===== src/rtl/intr_stack_ctrl.sv =====
// Prioritised, nestable interrupt controller with per-source masks,
// edge/level capture, a return-PC/level stack and a periodic timer source.
// Source 0 is the highest priority; the timer shares source 0 as an edge event.
module intr_stack_ctrl #(
  parameter int                N_SRC      = 4,
  parameter int                PC_W       = 10,
  parameter int                DEPTH      = 8,
  parameter int                TMR_W      = 7,
  parameter logic [N_SRC-1:0]  EDGE_MASK  = 'b0001,
  parameter logic [PC_W-1:0]   VEC_BASE   = 10'h3C0,
  parameter logic [PC_W-1:0]   VEC_STRIDE = 10'd4
) (
  input  logic                         clk,
  input  logic                         reset,
  input  logic [N_SRC-1:0]             irq,
  input  logic                         mask_we,
  input  logic [N_SRC-1:0]             mask_in,
  input  logic                         gie_we,
  input  logic                         gie_in,
  input  logic                         timer_en,
  input  logic [TMR_W-1:0]             timer_limit,
  input  logic [PC_W-1:0]              ret_pc_in,
  input  logic                         iret,
  output logic                         int_take,
  output logic [PC_W-1:0]              vector,
  output logic [PC_W-1:0]              ret_pc,
  output logic [N_SRC-1:0]             pending,
  output logic [$clog2(DEPTH+1)-1:0]   depth,
  output logic                         err_uflow
);

  // Level encoding: 0..N_SRC-1 are source levels, N_SRC means "not in a handler".
  localparam int LVL_W = $clog2(N_SRC + 1);
  localparam int DEP_W = $clog2(DEPTH + 1);
  localparam int IDX_W = (DEPTH > 1) ? $clog2(DEPTH) : 1;

  logic [N_SRC-1:0] pend_q, pend_d;
  logic [N_SRC-1:0] mask_q, mask_d;
  logic [N_SRC-1:0] irq_hist_q, irq_hist_d;
  logic             gie_q, gie_d;
  logic [LVL_W-1:0] lvl_q, lvl_d;
  logic [DEP_W-1:0] depth_q, depth_d;
  logic [TMR_W-1:0] cnt_q, cnt_d;
  logic             err_q, err_d;

  // Return stack: PC to resume and the level that was interrupted.
  logic [PC_W-1:0]  stk_pc_q  [DEPTH];
  logic [LVL_W-1:0] stk_lvl_q [DEPTH];

  logic [N_SRC-1:0] elig;
  logic [LVL_W-1:0] win;
  logic             any_elig;
  logic             tick;
  logic [IDX_W-1:0] wr_idx;
  logic [IDX_W-1:0] top_idx;
  logic [PC_W-1:0]  vec_off;

  assign elig    = pend_q & mask_q;
  assign wr_idx  = IDX_W'(depth_q);
  assign top_idx = IDX_W'(depth_q - DEP_W'(1));

  // Lowest-index eligible source wins; N_SRC when nothing is eligible.
  always_comb begin
    win      = LVL_W'(N_SRC);
    any_elig = 1'b0;
    for (int i = N_SRC - 1; i >= 0; i--) begin
      if (elig[i]) begin
        win      = LVL_W'(i);
        any_elig = 1'b1;
      end
    end
  end

  // Free-running period counter; a limit of 0 never matches so it only wraps.
  always_comb begin
    tick  = 1'b0;
    cnt_d = cnt_q;
    if (!timer_en) begin
      cnt_d = '0;
    end else if ((timer_limit != '0) && (cnt_q == timer_limit)) begin
      tick  = 1'b1;
      cnt_d = '0;
    end else begin
      cnt_d = cnt_q + 1'b1;
    end
  end

  // iret has priority: a take is never granted in the same cycle as a return.
  assign int_take = gie_q & any_elig & (win < lvl_q) & (depth_q < DEP_W'(DEPTH)) & ~iret;
  assign vec_off  = PC_W'(win) * VEC_STRIDE;
  assign vector   = int_take ? (VEC_BASE + vec_off) : VEC_BASE;
  assign ret_pc   = (depth_q != '0) ? stk_pc_q[top_idx] : '0;

  assign pending   = pend_q;
  assign depth     = depth_q;
  assign err_uflow = err_q;
  assign irq_hist_d = irq;

  // Per-source capture. Edge sources hold until taken (a fresh edge re-arms in
  // the same cycle); level sources simply mirror the request line.
  genvar gi;
  generate
    for (gi = 0; gi < N_SRC; gi++) begin : g_pend
      localparam bit TMR_SRC = (gi == 0);
      assign pend_d[gi] = EDGE_MASK[gi]
          ? ((pend_q[gi] & ~(int_take & (win == LVL_W'(gi))))
             | (irq[gi] & ~irq_hist_q[gi])
             | (TMR_SRC & tick))
          : (irq[gi] | (TMR_SRC & tick));
    end
  endgenerate

  // Nesting control: push on take, pop on iret, flag a return with nothing to pop.
  always_comb begin
    lvl_d   = lvl_q;
    depth_d = depth_q;
    err_d   = err_q;
    mask_d  = mask_we ? mask_in : mask_q;
    gie_d   = gie_we ? gie_in : gie_q;
    if (int_take) begin
      lvl_d   = win;
      depth_d = depth_q + DEP_W'(1);
    end else if (iret) begin
      if (depth_q != '0) begin
        lvl_d   = stk_lvl_q[top_idx];
        depth_d = depth_q - DEP_W'(1);
      end else begin
        err_d = 1'b1;
      end
    end
  end

  // Control state registers with synchronous active-low reset.
  always_ff @(posedge clk) begin
    if (!reset) begin
      pend_q     <= '0;
      mask_q     <= '0;
      irq_hist_q <= '0;
      gie_q      <= 1'b0;
      lvl_q      <= LVL_W'(N_SRC);
      depth_q    <= '0;
      cnt_q      <= '0;
      err_q      <= 1'b0;
    end else begin
      pend_q     <= pend_d;
      mask_q     <= mask_d;
      irq_hist_q <= irq_hist_d;
      gie_q      <= gie_d;
      lvl_q      <= lvl_d;
      depth_q    <= depth_d;
      cnt_q      <= cnt_d;
      err_q      <= err_d;
    end
  end

  // Stack storage; contents are only meaningful below depth_q, so no reset.
  always_ff @(posedge clk) begin
    if (reset && int_take) begin
      stk_pc_q[wr_idx]  <= ret_pc_in;
      stk_lvl_q[wr_idx] <= lvl_q;
    end
  end

endmodule


===== config.mk =====
export PLATFORM = sky130hd
export DESIGN_NAME = intr_stack_ctrl
export DESIGN_NICKNAME = d
export VERILOG_FILES = /design/src/rtl/intr_stack_ctrl.sv
export SDC_FILE = /design/constraint.sdc
export NUM_CORES = 1
export LEC_CHECK = 0
export CORE_MARGIN = 2
export CORE_UTILIZATION = 47
export DETAILED_ROUTE_END_ITERATION = 8
export MAX_ROUTING_LAYER = met4
export PLACE_DENSITY = 0.79
export SLEW_MARGIN = 20
export SYNTH_ARGS = -nofsm -noshare
export SYNTH_HDL_FRONTEND = slang
export SYNTH_SLANG_ARGS = --single-unit

===== constraint.sdc =====
create_clock -name clk -period 7.7 [get_ports clk]
set_input_delay 1.54 -clock clk [delete_from_list [all_inputs] [get_ports clk]]
set_output_delay 1.54 -clock clk [all_outputs]
set_load 0.02 [all_outputs]

==> results of run 1 <==
-- cell usage in the layout, fill, tap and decap left out, types with 4 or more instances in the layout --
cell type        netlist  routed
xor2_1                 9       9
conb_1                 2       8
a221oi_2               6       6
a31oi_1               10      10
mux2i_1                6       6
nor4_2                 0       4
buf_4                  8      10
inv_6                  0       5
nor2_1                 8       8
nand3_1                7       7
clkdlybuf4s50_1        0      53
mux4_2                22      22
ha_1                   4       4
inv_1                  9       9
and2_1                 6       6
nor2b_1                6       6
edfxtp_1             104     104
mux4_1                 4       4
clkbuf_16              0      17
nor3_2                 1       5
nand2_1               31      31
a221oi_1               5       5
dfxtp_1               25      24
-- cell families after synthesis --
kind of cell    after synthesis  share of synthesized area
fa+ha+maj                     4                    0.00913
mux                          32                      0.121
compound gates               47                     0.0712
simple gates                 80                     0.0730
buf+inv                      37                     0.0415
xor+xnor                     13                     0.0221
other cells                   2                    0.00137
flops                       129                      0.661
-- synth_stat cells (3+ instances only) --
| master | n | area (sq um) |
|---|---|---|
| xor2_1 | 9 | 78.8 |
| dfxtp_1 | 25 | 500 |
| buf_2 | 7 | 35.0 |
| nand3_1 | 7 | 35.0 |
| xnor2_1 | 3 | 26.3 |
| nor4_1 | 6 | 37.5 |
| edfxtp_1 | 104 | 3120 |
| a221oi_1 | 5 | 43.8 |
| inv_1 | 9 | 33.8 |
| a31oi_1 | 10 | 62.6 |
| ha_1 | 4 | 50.1 |
| mux2i_1 | 6 | 60.1 |
| nor2b_1 | 6 | 37.5 |
| nor2_1 | 8 | 30.0 |
| mux4_1 | 4 | 105 |
| and2_1 | 6 | 37.5 |
| nor3_1 | 6 | 30.0 |
| clkbuf_1 | 9 | 33.8 |
| a221oi_2 | 6 | 90.1 |
| o221ai_1 | 3 | 26.3 |
| mux4_2 | 22 | 495 |
| buf_4 | 8 | 60.1 |
| nand2_1 | 31 | 116 |
-- stage by stage --
| step | std cells | util | hold slack [ns] | total power (W) | setup slack, ns |
|---|---|---|---|---|---|
| 6_report | 560 | 0.589 | 0.469 | 0.00248 | 2.04 |
| 3_3_place_gp | 528 | 0.538 | 0.456 | 0.00167 | 2.23 |
| 5_1_grt | 560 | 0.589 | 0.504 | 0.00260 | 1.75 |
| 4_1_cts | 560 | 0.589 | 0.474 | 0.00250 | 1.58 |
| 3_5_place_dp | 528 | 0.538 | 0.461 | 0.00170 | 2.08 |
| 2_1_floorplan | 350 | - | 0.436 | 0.00148 | 3.48 |
-- layer usage --
layer | GRT usage | wire, microns | up-vias
met1 | 0.247 | 4540 | 1639
met3 | 0.0528 | 655 | 12
met5 | - | 0 | -
met4 | 0.0919 | 195 | 0
met2 | 0.323 | 5910 | 130
li1 | - | - | 1466
-- final timing paths --
check / from / endpoint / slack (ns) / depth (start not counted)
min reg2reg: cnt_q[0]$_SDFF_PP0_ / cnt_q[0]$_SDFF_PP0_ / 0.47 / 1
max: depth[0]$_SDFFE_PN0P_ / ret_pc[0] / 2.04 / 7
min: cnt_q[0]$_SDFF_PP0_ / cnt_q[0]$_SDFF_PP0_ / 0.47 / 1
max reg2reg: mask_q[0]$_SDFFE_PN0P_ / stk_lvl_q[0][0]$_DFFE_PP_ / 4.66 / 7
-- state kept, by name (all words and copies together), names as in the netlist --
name        count
stk_pc_q       80
lvl_q           3
pending         4
gie_q           1
irq_hist_q      1
err_uflow       1
mask_q          4
stk_lvl_q      24
depth           4
cnt_q           7
-- power groups by stage --
stage	sequential, W	clock, W	combinational (W)
after floorplan	0.000833	0	0.000643
after global placement	0.000872	0	0.000795
after detailed placement	0.000878	0	0.000823
after CTS	0.000863	0.000795	0.000837
after global routing	0.000872	0.000831	0.000897
final	0.000864	0.000784	0.000834
-- area by class of cell --
type                    count  area [sq um]  share of cell area
clock inverters            14           154              0.0229
well taps                 143           179              0.0266
repair buffers             63           606              0.0900
inverters                   9          33.8             0.00502
flip-flops and latches    129          3630               0.539
clock buffers              18           429              0.0638
multi-input cells         184          1700               0.252
==> run metrics, run 1 <==
DR vias/cell=around 5.8; Overall Global Routing Usage=0.203; synth warn=0; Async SR Flop Fraction=0; FMAX=between 0.15 and 0.2 GHz; Clock Pin Slew Worst Setup and Hold Paths=~0.06 ns; sequential power share=0.348; number of synthesized flops with an enable pin=between 100 and 150; Netlist Area Pre-Place=approximately 5500 sq um; # setup viols final=0; Post-DP Area=6140 sq um; PortBufs=53; WP data arrival=slightly above 4 ns; WL final=between 10000 and 15000 microns; LEAKAGE=about 2.3 nW; Sw Pwr=roughly 0.0008 W; area delta synth->final=22.7%; Yosys cell types=50; post-route ant nets=0; Ant. Diodes=0; vias in the first global route=about 3300; Post-DP HPWL=just under 7000 microns; # fillers=840; layout cells sized above 1=0.194; syn_area_per_cell=~16 sq um; DRT Pass-1 Iters=4; CP bufs+invs=3; TritonCTS buffer count=17; crit-path max FO=35; initial antenna violation count=0; Setup crit end kind=output port; Primary FF master, synth=edfxtp_1; post-CTS setup buffer count=0; max-cap viol count=0; Initial Util=0.480; Hold Crit Class=reg -> reg; Die Height=112 microns; CTS hold repair buffers=0; Ports=just over 60; final hold vios=0; internal power=roughly 0.0017 W; Switching Share=0.331; cts repair resizes=0; Max VDD drop=between 200 and 250 uV; CTS tree=done; # DRC=0; status=complete, no violations; clk_lat worst skew=0.41 ns; slowest stage delay, CP=about 0.89 ns; die outline width=~110 microns; Max H-tree Level=4; Root Buffer=clkbuf_16; clock power share=0.316; vias post-DR=about 3200; logic gate share of total power=0.336; RSZ-0062 raised after global routing=no; WL/cell=20.2 microns; pwr dens=~370 nW/um^2; Startpoint Class=register; CTS sink count=about 130; Required @ worst endpoint=6.16 ns; largest net degree at the start of global routing=36; Final Cell Area=between 6000 and 7000 sq um; setup_tns=0 ns; slew margin rel.=0.450; crit path kind=reg -> out; sequential area share after synthesis=0.661; Final Cycle Share=0.735; Row Count=39; grt ovf=0; layout net count=440; actual slew at the worst max-slew pin=0.825 ns; GP Congestion=between 0.7 and 0.8; fin. max-slew vios=0; Clock Tree Buf Depth=2; core box area=between 10000 and 15000 sq um; CP top delay family=buffers and inverters; Tmin final=5.66 ns; Initial DRC Count=roughly 320; Yosys reg bits=around 130; synthesized instance count=between 300 and 400; CP cell instances=inv_1 > ha_1 > buf_4 > mux4_1 > a221oi_1 > a31oi_1 > clkdlybuf4s50_1; Die ar.=12500 sq um; clock skew=~0.011 ns; global-route wire length before repair=between 15000 and 20000 microns; Slowest-stage cell, CP=ha_1
Power figures use the tool's default switching activity.
==> inputs of run 2 (changes only) <==
- PLACE_DENSITY: 0.79 -> 0.81
- clock period: 7.7 -> 5 ns (I/O delays scaled with it)
==> run 2 against run 1 <==
Final cell count is 0.71% higher. First-iteration DRC count is 18% lower. Global-route usage hardly changed. Routed wire length is 2.9% higher. Count of clock-buffer cells in the layout is 1 lower. Clock skew hardly changed. Via count is 1.3% higher. Clock power is 88% higher. Sequential cell count stayed put. Critical endpoint is now ret_pc[9]. Largest cell class unchanged. Highest routed layer unchanged.
==> run metrics, run 2 (same netlist as run 1, synthesis figures left out) <==
DRT Pass-1 Iters=5 (+1); final hold vios=0 (unchanged); max-cap viol count=0 (unchanged); die outline width=112 microns (unchanged); WL final=11600 microns (+2.9%); DR vias/cell=5.83 (+0.54%); storage element area=3620 sq um (about the same); CTS tree=done; slew margin rel.=0.489 (+0.0388); layout cells sized above 1=0.204 (+0.0100); Hold Crit Class=reg -> reg; vias post-DR=3288 (+1.3%); PortBufs=53 (unchanged); Final Cycle Share=0.919; Die ar.=12500 sq um (unchanged); Tmin final=4.60 ns; largest net degree at the start of global routing=35 (-2.8%); Root Buffer=clkbuf_16; initial antenna violation count=0 (unchanged); clk_lat worst skew=0.41 ns (about the same); Largest register FFs=80 (unchanged); top flop regs=stk_pc_q x80, stk_lvl_q x24, cnt_q x7; Ant. Diodes=0 (unchanged); commonest non-fill, non-tap cell in the layout=edfxtp_1; Max H-tree Level=4 (unchanged); Startpoint Class=register; LEAKAGE=2.36 nW (+3.9%); WP data arrival=3.60 ns (-0.52 ns); CTS hold repair buffers=0 (unchanged); RSZ-0062 raised after global routing=no; Post-DP HPWL=7090 microns (+1.9%); GP Congestion=0.792 (-0.20%); global-route wire length before repair=18500 microns (-0.33%); pwr dens=600 nW/um^2 (+63%); area delta synth->final=25.5%; Slowest-stage cell, CP=dfxtp_1; vias in the first global route=3385 (+1.1%); clock skew=0.0111 ns (-0.000252 ns); Die Height=112 microns (unchanged); grt ovf=0 (unchanged); crit-path max FO=10 (-71%); setup_tns=0 ns (unchanged); Overall Global Routing Usage=0.203 (-0.000461); layout net count=444 (+0.91%); TritonCTS buffer count=17 (unchanged); Max VDD drop=344 uV (+61%); M2 GR Usage=0.329 (+0.00606); status=complete, no violations; # setup viols final=0 (unchanged); fin. max-slew vios=0 (unchanged); total power=0.00413 W (+66%); # DRC=0 (unchanged); Clock Tree Buf Depth=2 (unchanged); cts repair resizes=0 (unchanged); Multi-input gate area=1700 sq um (unchanged); met1 usage=0.243 (-0.00361); CTS sink count=129 (unchanged); core box area=11400 sq um (unchanged); # fillers=795 (-5.4%); Top reg by flops=stk_pc_q; most frequent cells in the layout=edfxtp_1, clkdlybuf4s50_1, nand2_1; Row Count=39 (unchanged); post-route ant nets=0 (unchanged); crit path kind=reg -> out; Required @ worst endpoint=4.00 ns (-2.16 ns); met3 usage=0.0506 (-0.00218); Initial Util=0.480 (unchanged); Setup crit end kind=output port; WL/cell=20.6 microns (+2.2%); FMAX=0.218 GHz; Clock Pin Slew Worst Setup and Hold Paths=0.05 ns (about the same); slowest stage delay, CP=0.63 ns (-0.26 ns); post-CTS setup buffer count=0 (unchanged); CP cell instances=inv_1 > ha_1 > buf_4 > mux4_1 > a221oi_1 > a31oi_1 > clkdlybuf4s50_1; actual slew at the worst max-slew pin=0.766 ns (-0.0590 ns); Initial DRC Count=264 (-18%); GR peak layer=met2; Ports=62 (unchanged)
## run 2: cell types whose count changed in the layout (fill, tap and decap cells not counted), sizes merged
cell | before | now
buf | 10 | 14
clkbuf | 18 | 17
inv | 14 | 10
clkinv | 5 | 6
bufinv | 2 | 8
clkinvlp | 2 | 0
## run 2: path summary, 6_finish.rpt
check                              start                       end  slack (ns)  cells past startpoint
hold reg to reg      cnt_q[0]$_SDFF_PP0_       cnt_q[0]$_SDFF_PP0_        0.48                      1
setup / recovery   depth[1]$_SDFFE_PN0P_                 ret_pc[9]        0.40                      7
hold / removal       cnt_q[0]$_SDFF_PP0_       cnt_q[0]$_SDFF_PP0_        0.48                      1
setup reg to reg  mask_q[0]$_SDFFE_PN0P_  stk_pc_q[3][6]$_DFFE_PP_        1.97                      9
## run 2: worst max-delay path, delay by kind of cell, from the launching register on
family	cells	cell delay [ns]
flops	1	0.63
mux	1	0.33
compound gates	2	0.50
buf+inv	3	1.12
fa+ha+maj	1	0.59
## run 2: cell type report
cell class	instances	share of cell area
multi-input cells	184	0.247
clock inverters	15	0.0415
repair buffers	67	0.0924
well taps	143	0.0260
inverters	9	0.00491
clock buffers	17	0.0618
flip-flops and latches	129	0.527
## run 2: stage by stage
stage	utilization	cell area (sq um)	instances	hold slack [ns]	worst slack, ns
global placement	0.540	6170	532	0.454	0.771
detailed placement	0.540	6170	532	0.474	0.724
global route	0.603	6880	564	0.503	0.191
finish	0.603	6880	564	0.477	0.403
CTS	0.603	6880	564	0.486	0.418
floorplan	-	5500	350	0.436	1.49
## run 2: power by group
group / switching, W / internal, W / total [W]
Combinational: 0.000758 / 0.000622 / 0.00138
Sequential: 0.0000642 / 0.00121 / 0.00127
Clock: 0.000440 / 0.00103 / 0.00147
## run 2: per-layer routing
layer / share of wire / wire, microns / vias to the layer above
met4: 0.011 / 132 / 0
li1: - / - / 1472
met2: 0.53 / 6160 / 141
met5: 0 / 0 / -
met1: 0.39 / 4570 / 1666
met3: 0.067 / 784 / 9
==> inputs of run 3 (changes only) <==
- CTS_CLUSTER_DIAMETER: unset -> 150
- SKIP_LAST_GASP: unset -> 1
==> results of run 3 <==
The final DEF is identical to that of run 2; final timing and power are the same.
